[config.mk]
export PLATFORM = sky130hd
export DESIGN_NAME = shift_seq_ctrl
export DESIGN_NICKNAME = d
export VERILOG_FILES = /design/src/rtl/shift_seq_ctrl.sv
export SDC_FILE = /design/constraint.sdc
export NUM_CORES = 1
export LEC_CHECK = 0
export BUFFER_PORTS_ARGS = -buffer_cell sky130_fd_sc_hd__buf_2
export CORE_ASPECT_RATIO = 1.75
export CORE_UTILIZATION = 35
export DETAILED_ROUTE_END_ITERATION = 6
export GPL_TIMING_DRIVEN = 0
export RECOVER_POWER = 100
export SETUP_SLACK_MARGIN = 0.2
export SLEW_MARGIN = 40
export SYNTH_ARGS = -nofsm -noshare
export SYNTH_HDL_FRONTEND = slang
export SYNTH_SLANG_ARGS = --single-unit
[constraint.sdc]
create_clock -name clock -period 4.8 [get_ports clock]
set_input_delay 0.72 -clock clock [delete_from_list [all_inputs] [get_ports clock]]
set_output_delay 0.72 -clock clock [all_outputs]
set_load 0.1 [all_outputs]
[src/rtl/shift_seq_ctrl.sv]
// shift_seq_ctrl: multi-cycle SLL/SRL/SRA/ROR sequencer iterating a narrow shift stage.
// Optional build macro SHIFT_SEQ_BIGSTEP_EN adds a shift-by-8 stage to shorten long shifts.
module shift_seq_ctrl (
    input  logic        clock,
    input  logic        reset_n,
    input  logic        start,
    input  logic [1:0]  op,
    input  logic [31:0] data_in,
    input  logic [4:0]  shamt,
    input  logic        abort,
    input  logic        result_ack,
    output logic        ready,
    output logic        busy,
    output logic        result_valid,
    output logic [31:0] result
);

    typedef enum logic [1:0] {
        ST_IDLE  = 2'd0,
        ST_SHIFT = 2'd1,
        ST_DONE  = 2'd2
    } state_t;

    localparam logic [1:0] OP_SLL = 2'b00;
    localparam logic [1:0] OP_SRL = 2'b01;
    localparam logic [1:0] OP_SRA = 2'b10;
    localparam logic [1:0] OP_ROR = 2'b11;

    state_t      state_r;
    logic [31:0] acc_r;
    logic [4:0]  rem_r;
    logic [1:0]  op_r;
    logic        ready_r;
    logic        busy_r;
    logic        valid_r;

    logic [4:0]  step_k_s;
    logic [31:0] acc_step_s;
    logic [4:0]  rem_next_s;

    function automatic logic [31:0] step1(input logic [31:0] a, input logic [1:0] o);
        logic [31:0] r;
        case (o)
            OP_SLL:  r = {a[30:0], 1'b0};
            OP_SRL:  r = {1'b0, a[31:1]};
            OP_SRA:  r = {a[31], a[31:1]};
            OP_ROR:  r = {a[0], a[31:1]};
            default: r = a;
        endcase
        return r;
    endfunction

    function automatic logic [31:0] step2(input logic [31:0] a, input logic [1:0] o);
        logic [31:0] r;
        case (o)
            OP_SLL:  r = {a[29:0], 2'b00};
            OP_SRL:  r = {2'b00, a[31:2]};
            OP_SRA:  r = {{2{a[31]}}, a[31:2]};
            OP_ROR:  r = {a[1:0], a[31:2]};
            default: r = a;
        endcase
        return r;
    endfunction

`ifdef SHIFT_SEQ_BIGSTEP_EN
    function automatic logic [31:0] step8(input logic [31:0] a, input logic [1:0] o);
        logic [31:0] r;
        case (o)
            OP_SLL:  r = {a[23:0], 8'h00};
            OP_SRL:  r = {8'h00, a[31:8]};
            OP_SRA:  r = {{8{a[31]}}, a[31:8]};
            OP_ROR:  r = {a[7:0], a[31:8]};
            default: r = a;
        endcase
        return r;
    endfunction
`endif

    // Pick the largest stage that fits the remaining count so rem never underflows.
    always_comb begin
        step_k_s   = 5'd0;
        acc_step_s = acc_r;
`ifdef SHIFT_SEQ_BIGSTEP_EN
        if (rem_r >= 5'd8) begin
            step_k_s   = 5'd8;
            acc_step_s = step8(acc_r, op_r);
        end else if (rem_r >= 5'd2) begin
`else
        if (rem_r >= 5'd2) begin
`endif
            step_k_s   = 5'd2;
            acc_step_s = step2(acc_r, op_r);
        end else if (rem_r == 5'd1) begin
            step_k_s   = 5'd1;
            acc_step_s = step1(acc_r, op_r);
        end else begin
            step_k_s   = 5'd0;
            acc_step_s = acc_r;
        end
        rem_next_s = rem_r - step_k_s;
    end

    // Sequencer FSM; handshake flags are registered alongside the state they decode.
    always_ff @(posedge clock or negedge reset_n) begin
        if (!reset_n) begin
            state_r <= ST_IDLE;
            acc_r   <= 32'h0000_0000;
            rem_r   <= 5'd0;
            op_r    <= 2'b00;
            ready_r <= 1'b1;
            busy_r  <= 1'b0;
            valid_r <= 1'b0;
        end else if (abort) begin
            state_r <= ST_IDLE;
            ready_r <= 1'b1;
            busy_r  <= 1'b0;
            valid_r <= 1'b0;
        end else begin
            case (state_r)
                ST_IDLE: begin
                    if (start) begin
                        acc_r   <= data_in;
                        rem_r   <= shamt;
                        op_r    <= op;
                        ready_r <= 1'b0;
                        if (shamt != 5'd0) begin
                            state_r <= ST_SHIFT;
                            busy_r  <= 1'b1;
                        end else begin
                            state_r <= ST_DONE;
                            valid_r <= 1'b1;
                        end
                    end
                end
                ST_SHIFT: begin
                    acc_r <= acc_step_s;
                    rem_r <= rem_next_s;
                    if (rem_next_s == 5'd0) begin
                        state_r <= ST_DONE;
                        busy_r  <= 1'b0;
                        valid_r <= 1'b1;
                    end
                end
                ST_DONE: begin
                    // start is deliberately ignored here, even alongside result_ack.
                    if (result_ack) begin
                        state_r <= ST_IDLE;
                        valid_r <= 1'b0;
                        ready_r <= 1'b1;
                    end
                end
                default: begin
                    state_r <= ST_IDLE;
                    ready_r <= 1'b1;
                    busy_r  <= 1'b0;
                    valid_r <= 1'b0;
                end
            endcase
        end
    end

    assign ready        = ready_r;
    assign busy         = busy_r;
    assign result_valid = valid_r;
    assign result       = acc_r;

endmodule

==> impl_metrics.toml <==
[outcome]
status = "finished, violations left"
violations = "capacitance limit, slew limit"

[yosys]
yosysUniqueCellTypes = 48
syn_inst = 373
ys_seq_area_share_pct = 35.8
synth.cell_area_um2 = 3080
syn_avg_cell_area_um2 = 8.26
ys.flop_type = "dfrtp_1"
synth_edf_count = 0
syn_nets = 420
yosysWarningCount = 0
synth-seq-cells = 44
synthArstFlopShare_pct = 100

[sta]
drv_slew = 45
finalHoldViolCount = 0
setup_slack_ns = 1.48
final_min_period_over_clock_period_pct = 69.1
worst_pin_slew_ns = 2.53
fmax_ghz = 0.301
setup_tns_ns = 0
hold_slack_ns = 0.528
relSlewSlack_pct = -68.5
setup_violations = 0
finClkSkew_ns = 0.00681
rsz0062_at_grt = "false"
finalCriticalPeriod_ns = 3.32

[critical_path]
critPathLaunch = "rem_r[2]"
r2r-start = "rem_r[2]"
critPathRequiredTime_ns = 5.01
path_class = "register to register"
start_kind = "register"
r2r_cells = 8
cp.arrival_ns = 3.53
cp-end-kind = "register"
r2r_end = "result[22]"
regToRegSetupSlack_ns = 1.48
worstPathMaxFanout = 10

[route]
wl_per_cell_um = 17.1
ant_nets = 0
wl_mm = 9.81
drc_errors = 0
drt_pass1_iterations = 6
drt_iter0_drc = 327
vias = 3367
via_per_inst = 5.88

[power_and_ir_drop]
peakVddDrop_uv = 184
p_int_uw = 1000
cellPowerDensity_nw_per_um2 = 602
p_leak_uw = 0.00140
power.share.combinational_pct = 54.6
power_frac_clock_pct = 18.9
p_switching_uw = 1210
sequentialPowerShare_pct = 26.6
switching_share_pct = 54.6

[clocking]
cts_buffers = 5
post_cts_buffers = 0
root_buffer = "clkbuf_16"
clk_latency_ns = 0.30
cts_max_path_buffers = 2
cts_tree = "yes"
cts_hold_buf = 0
cts_num_sinks = 44
path_clk_slew_ns = 0.06
cts_resized = 0
cts_htree_levels = 2

[floorplan]
die_area_um2 = 9190
std_cell_rows = 44
die_y_um = 126
dieWidth_um = 72.9
io_pins = 79
core-area_um2 = 8420
initial_core_util_pct = 36.6

[worst_hold_path]
hp-class = "register to register"
min_to = "rem_r[0]"
min-delay-start = "rem_r[0]"
holdPathStages = 2

[run]
drv_cap = 1

[global_route]
grtUsageTotal_pct = 22.1
grt_max_degree = 45
grt-ovfl-total = 0
antenna_found_initial = 0
grt_pass1_vias = 3203
grt_pass1_wl_mm = 15.8

[finish]
areaGrowthSynthToFinish_pct = 19.2
n_fill_cell = 912
final_cell_mix = "67 x clkbuf_1, 48 x buf_2, 43 x dfrtp_1, 40 x nor2_1, 36 x nand2_1"
finalNetCount = 504
layout_commonest_cell = "clkbuf_1"
num_antenna_cells = 0
drive_gt1_share_pct = 14.6

[placed_design]
gp_congestion = 0.891
hpwlAfterDp_mm = 7.14
portBuffers = 77
dp_slack_ns = 1.61
-- cells in the mapped netlist (3+ instances only) --
master,count,share of area [%]
a21oi_1,10,1.6
buf_2,9,1.5
clkbuf_1,26,3.2
dfrtp_1,43,35
inv_1,3,0.37
mux2_2,3,1.1
mux2i_1,3,0.98
nand2_1,36,4.4
nand3_1,31,5.0
nand3b_1,3,0.73
nor2_1,40,4.9
nor2b_1,3,0.61
nor3_1,30,4.9
o211ai_1,25,6.1
o211ai_2,8,3.3
o21a_1,3,0.73
o21ai_0,29,4.7
o31a_1,3,0.85
o32a_1,25,8.1
or3_1,3,0.61
or4_1,3,0.73
-- registers in the layout, summed over array words and instances (netlist names) --
name / cells
busy: 1
op_r: 2
ready: 1
rem_r: 5
result: 32
result_valid: 1
state_r: 2
-- cells by family after synthesis --
logic type	after synthesis	synth area share (%)
XOR/XNOR	1	0.284
AND/OR/NAND/NOR	156	23.6
AO/OA/AOI/OAI	121	30.6
flip-flops	44	35.8
buffers and inverters	42	6.18
adder cells (fa/ha/maj)	3	1.46
multiplexers	6	2.07
-- worst max-delay path, stage by stage, from the launching register on --
cell and delay, ns:
dfrtp_1 0.46, or4_1 0.15, clkbuf_1 0.32, clkinvlp_2 0.48
a311oi_1 0.81, nand2_1 0.16, clkbuf_1 0.27, clkbuf_1 0.33
o211ai_1 0.26
-- stage by stage --
| stage | std cells | power (uW) | cell area [um2] | util [%] |
|---|---|---|---|---|
| after floorplan | 373 | 1570 | 3080 | - |
| after global placement | 565 | 1810 | 3610 | 42.8 |
| after detailed placement | 565 | 1830 | 3610 | 42.9 |
| after CTS | 573 | 2250 | 3790 | 45.0 |
| after global routing | 573 | 2320 | 3670 | 43.6 |
| final | 573 | 2210 | 3670 | 43.6 |
-- per-layer routing --
| layer | vias up | part of all wire (%) | global-route usage [%] |
|---|---|---|---|
| li1 | 1575 | - | - |
| met3 | 20 | 5.7 | 4.40 |
| met1 | 1630 | 40 | 25.7 |
| met5 | - | 0 | 0 |
| met2 | 142 | 52 | 38.7 |
| met4 | 0 | 2.3 | 9.00 |
-- how the worst max path moves through the flow --
stage / slack [ns] / depth (start not counted) / endpoint
after floorplan: 2.04 / 11 / result_valid
after global placement: 1.71 / 11 / result_valid
after detailed placement: 1.61 / 11 / result_valid
after CTS: 1.59 / 11 / result_valid
after global routing: 1.14 / 8 / result[24]
final: 1.48 / 8 / result[22]
-- final cells by class --
type	instances	area [um2]	area share (%)
multi-input combinational	287	1740	47.4
sequential	44	1100	30.0
timing repair buffer	77	340	9.27
buffer	38	151	4.12
tap	115	144	3.92
clock buffer	6	139	3.78
clock inverter	2	38.8	1.06
inverter	4	16.3	0.443
-- power groups by stage --
stage / Combinational [uW] / Clock, uW / Sequential [uW]
after floorplan: 472 / 0 / 1100
after global placement: 1230 / 0 / 584
after detailed placement: 1240 / 0 / 588
after CTS: 1240 / 427 / 581
after global routing: 1280 / 438 / 601
final: 1210 / 417 / 587
No activity file was read; power rests on OpenSTA's default activity.
